[src/rtl/apb_reg_bridge.sv]
// APB3 completer driving the single-cycle register bus (reg_wr/reg_rd) of the *_reg blocks.
// Every output is a flop; reads return reg_rdat captured one cycle after the reg_rd strobe.
module apb_reg_bridge #(
  parameter int ADDR_WIDTH  = 24,
  parameter int PADDR_WIDTH = 32
) (
  input  logic                   reg_clk,
  input  logic                   reg_rstn,
  input  logic                   psel,
  input  logic                   penable,
  input  logic                   pwrite,
  input  logic [PADDR_WIDTH-1:0] paddr,
  input  logic [31:0]            pwdata,
  input  logic [3:0]             pstrb,
  output logic                   pready,
  output logic [31:0]            prdata,
  output logic                   pslverr,
  output logic                   reg_wr,
  output logic                   reg_rd,
  output logic [3:0]             reg_we,
  output logic [ADDR_WIDTH-1:0]  reg_addr,
  output logic [31:0]            reg_wdat,
  input  logic [31:0]            reg_rdat,
  output logic                   busy
);

  typedef enum logic [1:0] {S_IDLE, S_CMD, S_RWAIT, S_ACK} state_t;

  state_t                r_state;
  logic                  r_write;
  logic                  r_pready;
  logic                  r_pslverr;
  logic [31:0]           r_prdata;
  logic                  r_wr;
  logic                  r_rd;
  logic [3:0]            r_we;
  logic [ADDR_WIDTH-1:0] r_addr;
  logic [31:0]           r_wdat;
  logic                  r_busy;

  logic w_hi_err;
  logic w_addr_err;
  logic w_setup;

  // Upper-bit check only exists when the APB address is wider than the register bus.
  generate
    if (PADDR_WIDTH > ADDR_WIDTH) begin : g_hi
      assign w_hi_err = |paddr[PADDR_WIDTH-1:ADDR_WIDTH];
    end else begin : g_nohi
      assign w_hi_err = 1'b0;
    end
  endgenerate

  assign w_addr_err = (|paddr[1:0]) | w_hi_err;
  assign w_setup    = psel & ~penable;

  always_ff @(posedge reg_clk or negedge reg_rstn) begin
    if (!reg_rstn) begin
      r_state   <= S_IDLE;
      r_write   <= 1'b0;
      r_pready  <= 1'b0;
      r_pslverr <= 1'b0;
      r_prdata  <= '0;
      r_wr      <= 1'b0;
      r_rd      <= 1'b0;
      r_we      <= '0;
      r_addr    <= '0;
      r_wdat    <= '0;
      r_busy    <= 1'b0;
    end else begin
      r_wr      <= 1'b0;
      r_rd      <= 1'b0;
      r_we      <= '0;
      r_pready  <= 1'b0;
      r_pslverr <= 1'b0;
      case (r_state)
        S_IDLE: begin
          if (w_setup) begin
            r_write <= pwrite;
            r_busy  <= 1'b1;
            if (w_addr_err) begin
              r_state   <= S_ACK;
              r_pready  <= 1'b1;
              r_pslverr <= 1'b1;
              r_prdata  <= '0;
            end else begin
              r_state <= S_CMD;
              r_addr  <= paddr[ADDR_WIDTH-1:0];
              if (pwrite) begin
                // All-zero strobes complete normally but never pulse reg_wr.
                r_wdat <= pwdata;
                r_we   <= pstrb;
                r_wr   <= |pstrb;
              end else begin
                r_rd <= 1'b1;
              end
            end
          end
        end
        S_CMD: begin
          if (!psel) begin
            r_state <= S_IDLE;
            r_busy  <= 1'b0;
          end else if (r_write) begin
            r_state  <= S_ACK;
            r_pready <= 1'b1;
            r_prdata <= '0;
          end else begin
            r_state <= S_RWAIT;
          end
        end
        S_RWAIT: begin
          if (!psel) begin
            r_state <= S_IDLE;
            r_busy  <= 1'b0;
          end else begin
            r_state  <= S_ACK;
            r_pready <= 1'b1;
            r_prdata <= reg_rdat;
          end
        end
        S_ACK: begin
          r_state <= S_IDLE;
          r_busy  <= 1'b0;
        end
        default: begin
          r_state <= S_IDLE;
          r_busy  <= 1'b0;
        end
      endcase
    end
  end

  assign pready   = r_pready;
  assign pslverr  = r_pslverr;
  assign prdata   = r_prdata;
  assign reg_wr   = r_wr;
  assign reg_rd   = r_rd;
  assign reg_we   = r_we;
  assign reg_addr = r_addr;
  assign reg_wdat = r_wdat;
  assign busy     = r_busy;

endmodule

[config.mk]
export PLATFORM = sky130hd
export DESIGN_NAME = apb_reg_bridge
export DESIGN_NICKNAME = d
export VERILOG_FILES = /design/src/rtl/apb_reg_bridge.sv
export SDC_FILE = /design/constraint.sdc
export NUM_CORES = 1
export LEC_CHECK = 0
export BUFFER_PORTS_ARGS = -buffer_cell sky130_fd_sc_hd__buf_2
export CAP_MARGIN = 10
export CORE_MARGIN = 1
export CORE_UTILIZATION = 38
export CTS_CLUSTER_SIZE = 30
export DETAILED_ROUTE_END_ITERATION = 6
export GPL_ROUTABILITY_DRIVEN = 0
export PLACE_DENSITY = 0.68
export SETUP_SLACK_MARGIN = 0.15
export SLEW_MARGIN = 30
export SYNTH_ARGS = -nofsm -noshare
export SYNTH_HDL_FRONTEND = slang
export SYNTH_SLANG_ARGS = --single-unit
[constraint.sdc]
create_clock -name reg_clk -period 5.9 [get_ports reg_clk]
set_input_delay 1.475 -clock reg_clk [delete_from_list [all_inputs] [get_ports reg_clk]]
set_output_delay 1.475 -clock reg_clk [all_outputs]
set_load 0.01 [all_outputs]
==> impl_metrics.json, run 1 <==
{
  "yosys-top-cells-area": "dfrtp_1 (60%), mux2_4 (9.0%), mux2_2 (7.9%)",
  "path_clk_slew_ps": 90,
  "crit_path_end_kind": "flip-flop",
  "grt.overflow.total": 0,
  "syn-cell-area_um2": 4160,
  "drt-total-wl_um": 9150,
  "min_period_over_period_pct": 64.1,
  "required_ps": 6140,
  "synth_xor_area_share_pct": 0,
  "crit_path_max_fanout": 37,
  "routedWlPerCell_um": 14.0,
  "die_y_um": 107,
  "setup_viol": 0,
  "met2_usage_pct": 28.6,
  "slew_viol_final": 0,
  "ir_worst_vdd_mv": 0.144,
  "critPathLaunchType": "input pin",
  "firstDrtPassIters": 4,
  "row_count": 37,
  "final_common_cell": "buf_2",
  "synth_largest_area_cell": "dfrtp_1",
  "drive_gt1_share_pct": 53.5,
  "crit_arrival_ps": 4020,
  "synthMuxAreaShare_pct": 24.6,
  "synth_compound_area_share_pct": 1.96,
  "mostFrequentLayoutCells": "buf_2 (200), dfrtp_1 (100), inv_1 (39), nand2_1 (35), mux2i_1 (32)",
  "use_met1_pct": 18.8,
  "start_util_pct": 39.8,
  "grt_pass1_vias": 3126,
  "grt_max_degree": 53,
  "multi_input_area_um2": 1420,
  "cts_buffer_depth": 2,
  "synthAdderAreaFrac_pct": 1.20,
  "maxSlewHeadroom_pct": 56.7,
  "yosys.area_share.simple_pct": 6.11,
  "cts-root-buf": "clkbuf_8",
  "fin_cells": 655,
  "synth_fp_nets": 423,
  "post_cts_buffers": 0,
  "whs_ps": 494,
  "hp-class": "flip-flop to flip-flop",
  "dpl.hpwl_um": 6760,
  "synth_top_area_share_pct": 60.2,
  "dpl-instance-area_um2": 5270,
  "grt_pass1_wl_um": 14500,
  "syn_to_final_growth_pct": 31.7,
  "worst_pin_slew_ps": 649,
  "core_area_um2": 10500,
  "seq_area_um2": 2500,
  "p_leak_nw": 3.33,
  "ioPinCount": 202,
  "fin_crit_ps": 3780,
  "grt-busiest-layer": "met2",
  "yosysWarnings": 0,
  "design_area_um2": 5480,
  "io_buffers": 201,
  "utilization_pct": 52.3,
  "hold_buffers": 0,
  "p_per_area_nw_per_um2": 308,
  "cts_tree": "done",
  "dp_cells": 638,
  "cts.sinks": 100,
  "synth_top_family_by_area": "multiplexers",
  "timing.setup.tns_ps": 0,
  "yosysSeqAreaShare_pct": 60.2,
  "outcome": "complete, no violations",
  "rr_worst_depth": 6,
  "final_nets": 622,
  "final_antenna_net_count": 0,
  "skew_ps": 8.76,
  "hold_violations": 0,
  "synthCells": 314,
  "synth-seq-cells": 100,
  "crit_type": "input pin to flip-flop",
  "clk-insertion-delay-late_ps": 360,
  "synth_area_per_cell_um2": 13.2,
  "drt_iter0_drc": 103,
  "synth_cell_types": 27,
  "n_fill_cell": 967,
  "rsz0062_at_grt": "no",
  "die-area_um2": 11400,
  "htreeDepth": 3,
  "grt_use_met3_pct": 4.38,
  "clock.fmax_mhz": 264,
  "cts_buffers": 9,
  "whs_path_depth": 1,
  "maxCapViolCount": 0,
  "route.detailed.vias_per_inst": 4.56,
  "antenna_found_initial": 1,
  "vias": 2989,
  "cts_resized": 0,
  "die_x_um": 107,
  "drc": 0,
  "track_usage_pct": 16.4
}
cells in the mapped netlist (all sizes together):
cell type,count
ha,4
nor2,8
buf,9
and2,2
a311o,1
inv,39
nand2,35
clkbuf,7
a41oi,1
nand2b,2
mux2i,32
a21oi,2
or4,3
a22o,2
dfrtp,100
or2,2
nand3b,1
mux2,54
o311a,1
o21ai,5
nor2b,4
report_power, final:
group	internal [mW]	leakage, nW	switching (mW)	total (mW)
sequential	0.748	1.38	0.0323	0.780
combinational	0.207	1.86	0.259	0.467
clock	0.210	0.0999	0.232	0.442
per-stage QoR:
step,power [mW],worst slack [ps]
after detailed placement,1.27,1660
final,1.69,2120
after floorplan,1.10,2360
after global routing,1.80,2080
after CTS,1.72,2050
after global placement,1.26,1420
sequential cells by signal (all words and copies together) (netlist names):
name	cells
reg_rd	1
reg_addr	24
pready	1
reg_we	4
reg_wdat	32
busy	1
reg_wr	1
r_state	2
pslverr	1
r_write	1
prdata	32
kinds of logic after synthesis:
| family | after synthesis |
|---|---|
| multiplexers | 86 |
| AO/OA/AOI/OAI | 12 |
| adder cells (fa/ha/maj) | 4 |
| flip-flops | 100 |
| buffers and inverters | 55 |
| AND/OR/NAND/NOR | 57 |
critical path: stages:
cell and delay [ps]:
buf_2 90, or4_1 530, or4_2 950, or2_4 570, mux2_4 380
path summary, 6_finish.rpt:
| kind | from | end | slack [ps] |
|---|---|---|---|
| max in group asynchronous | reg_rstn | reg_wdat[13]$_DFFE_PN0P_ | 3690 |
| setup / recovery | paddr[29] | reg_wdat[12]$_DFFE_PN0P_ | 2120 |
| min in group asynchronous | reg_rstn | prdata[22]$_DFFE_PN0P_ | 1120 |
| hold / removal | reg_addr[1]$_DFFE_PN0P_ | reg_addr[1]$_DFFE_PN0P_ | 490 |
| hold reg to reg | reg_addr[1]$_DFFE_PN0P_ | reg_addr[1]$_DFFE_PN0P_ | 490 |
| setup reg to reg | r_state[0]$_DFFE_PN0N_ | reg_wdat[12]$_DFFE_PN0P_ | 2810 |
layout make-up:
class	instances	share of cell area, %
Clock buffer	11	2.58
Tap cell	136	3.11
Sequential cell	100	45.7
Clock inverter	5	1.10
Multi-Input combinational cell	159	26.0
Timing Repair Buffer	204	18.8
Inverter	39	2.67
Antenna cell	1	0.0457
per-layer routing:
metal | vias up | wire [um]
li1 | 1413 | -
met1 | 1446 | 3760
met2 | 119 | 4550
met3 | 11 | 669
met4 | 0 | 168
met5 | - | 0
(Power assumes the default switching activity.)
==> run 2: changes to the inputs <==
--- a/config.mk
+++ b/config.mk
@@ -12,7 +12,7 @@
 export CTS_CLUSTER_SIZE = 30
 export DETAILED_ROUTE_END_ITERATION = 6
 export GPL_ROUTABILITY_DRIVEN = 0
-export PLACE_DENSITY = 0.68
+export PLACE_DENSITY = 0.71
 export SETUP_SLACK_MARGIN = 0.15
 export SLEW_MARGIN = 30
 export SYNTH_ARGS = -nofsm -noshare
==> constraint.sdc (replaced) <==
create_clock -name reg_clk -period 3.4 [get_ports reg_clk]
set_input_delay 0.85 -clock reg_clk [delete_from_list [all_inputs] [get_ports reg_clk]]
set_output_delay 0.85 -clock reg_clk [all_outputs]
set_load 0.01 [all_outputs]
==> run 2 against run 1 <==
Against the previous run:
- power rose by 71%
- flip-flop and latch count did not move
- global-route usage barely moved
- die area did not move
- largest cell class unchanged
- largest power group unchanged
- critical endpoint is now reg_wdat[21]$_DFFE_PN0P_
- clock power rose by 56%
==> impl_metrics.json, run 2 (synthesis gave the netlist of run 1 again) <==
{
  "cts.sinks": 100,
  "drt_iter0_drc": 118,
  "routedWlPerCell_um": 13.6,
  "ir_worst_vdd_mv": 0.297,
  "p_clk_share_pct": 23.9,
  "core_area_um2": 10500,
  "die_x_um": 107,
  "crit_type": "input pin to flip-flop",
  "cts_resized": 0,
  "layout_setup_ws_ps": 785,
  "grt_pass1_vias": 3061,
  "grt_pass1_wl_um": 14600,
  "p_per_area_nw_per_um2": 525,
  "hold_violations": 0,
  "dpl.hpwl_um": 6570,
  "r2r-start": "r_state[0]$_DFFE_PN0N_",
  "start_util_pct": 39.8,
  "p_leak_nw": 3.34,
  "drt-total-wl_um": 8930,
  "timing.setup.tns_ps": 0,
  "route.detailed.vias_per_inst": 4.47,
  "endpoint": "reg_wdat[21]$_DFFE_PN0P_",
  "setup_viol": 0,
  "rsz0062_at_grt": "no",
  "crit_start": "paddr[29]",
  "multi_input_area_um2": 1420,
  "path_clk_slew_ps": 100,
  "pre_cts_slack_ps": 416,
  "slew_viol_final": 0,
  "cts_tree": "done",
  "antenna_cells": 0,
  "mostFrequentLayoutCells": "buf_2 (200), dfrtp_1 (100), inv_1 (39), nand2_1 (35), mux2i_1 (32)",
  "slowest_delay_ps": 530,
  "r2r-end": "reg_wdat[21]$_DFFE_PN0P_",
  "fin_crit_ps": 2610,
  "vias": 2931,
  "hp-class": "input pin to asynchronous set/reset pin",
  "io_buffers": 201,
  "rrSetupSlack_ps": 840,
  "seq_area_um2": 2500,
  "outcome": "complete, no violations",
  "comb_power_share_pct": 29.0,
  "drc": 0,
  "path_cells": "buf_2 > or4_1 > or4_1 > or2_2 > buf_12 > mux2_4",
  "critPathLaunchType": "input pin",
  "min_period_over_period_pct": 76.9,
  "skew_ps": 8.90,
  "p_sw_mw": 0.930,
  "die_y_um": 107,
  "post_cts_buffers": 0,
  "cts-root-buf": "clkbuf_8",
  "worst_pin_slew_ps": 587,
  "htreeDepth": 3,
  "clock.fmax_mhz": 382,
  "final_common_cell": "buf_2",
  "crit_arrival_ps": 2850,
  "syn_to_final_growth_pct": 32.2,
  "whs_ps": 481,
  "grt_max_degree": 57,
  "swShare_pct": 32.3,
  "firstDrtPassIters": 4,
  "hold_buffers": 0,
  "clk-insertion-delay-late_ps": 350,
  "grt.overflow.total": 0,
  "maxCapViolCount": 0,
  "slowest_stage": "or4_1",
  "seqPwrFrac_pct": 47.0,
  "cp_common_cell": "or4_1",
  "antenna_found_initial": 0,
  "die-area_um2": 11400,
  "ioPinCount": 202,
  "final_nets": 624,
  "p_int_mw": 1.95,
  "drive_gt1_share_pct": 53.5,
  "row_count": 37,
  "cts_buffer_depth": 2,
  "crit_path_end_kind": "flip-flop",
  "final_antenna_net_count": 0,
  "track_usage_pct": 16.3,
  "cts_buffers": 9,
  "crit_path_max_fanout": 37,
  "n_fill_cell": 947,
  "maxSlewHeadroom_pct": 60.8,
  "required_ps": 3640,
  "rr_worst_depth": 7
}
-- run 2: changes by cell type in the layout (fill, tap and decap cells not counted), sizes merged --
cell,previous run,this run
buf,204,206
bufinv,1,0
clkbuf,11,10
clkinvlp,1,2
diode,1,0
inv,40,41
-- run 2: metal layers --
metal	share of wire [%]	global-route usage [%]	vias up
met5	0	0	-
met3	7.4	4.50	9
li1	-	-	1417
met1	42	20.3	1389
met2	50	27.6	116
met4	0.99	5.28	0
-- run 2: worst max-delay path, delay by kind of cell --
family	cells	cell delay [ps]
buf+inv	2	290
mux	1	320
simple gates	3	1360
-- run 2: final cells by class --
type	count	area share, %
Clock buffer	10	2.32
Clock inverter	6	0.888
Inverter	39	2.66
Multi-Input combinational cell	159	25.8
Sequential cell	100	45.5
Tap cell	136	3.10
Timing Repair Buffer	206	19.7
-- run 2: worst min path at each step --
stage                                  startpoint                      end  slack, ps  depth (start not counted)
after floorplan               r_write$_DFFE_PN0P_      r_write$_DFFE_PN0P_        470                          2
after global placement    reg_addr[1]$_DFFE_PN0P_  reg_addr[1]$_DFFE_PN0P_        470                          1
after detailed placement  reg_addr[0]$_DFFE_PN0P_  reg_addr[0]$_DFFE_PN0P_        470                          1
after CTS                                reg_rstn   prdata[27]$_DFFE_PN0P_        490                          1
after global routing                     reg_rstn   prdata[27]$_DFFE_PN0P_        510                          1
final                                    reg_rstn   prdata[27]$_DFFE_PN0P_        480                          1
-- run 2: metrics by stage --
step	power [mW]	instances	cell area (um2)	util [%]
2_1_floorplan	1.91	314	4160	-
3_3_place_gp	2.21	640	5320	50.9
3_5_place_dp	2.24	640	5320	50.9
4_1_cts	2.95	656	5500	52.5
5_1_grt	3.08	656	5500	52.5
6_report	2.88	656	5500	52.5
-- run 2: power groups by stage --
stage                     Sequential [mW]  Combinational, mW  Clock, mW
after detailed placement             1.38              0.853          0
final                                1.36              0.837      0.690
after floorplan                      1.42              0.492          0
after global placement               1.38              0.833          0
after CTS                            1.36              0.859      0.727
after global routing                 1.37              0.934      0.773
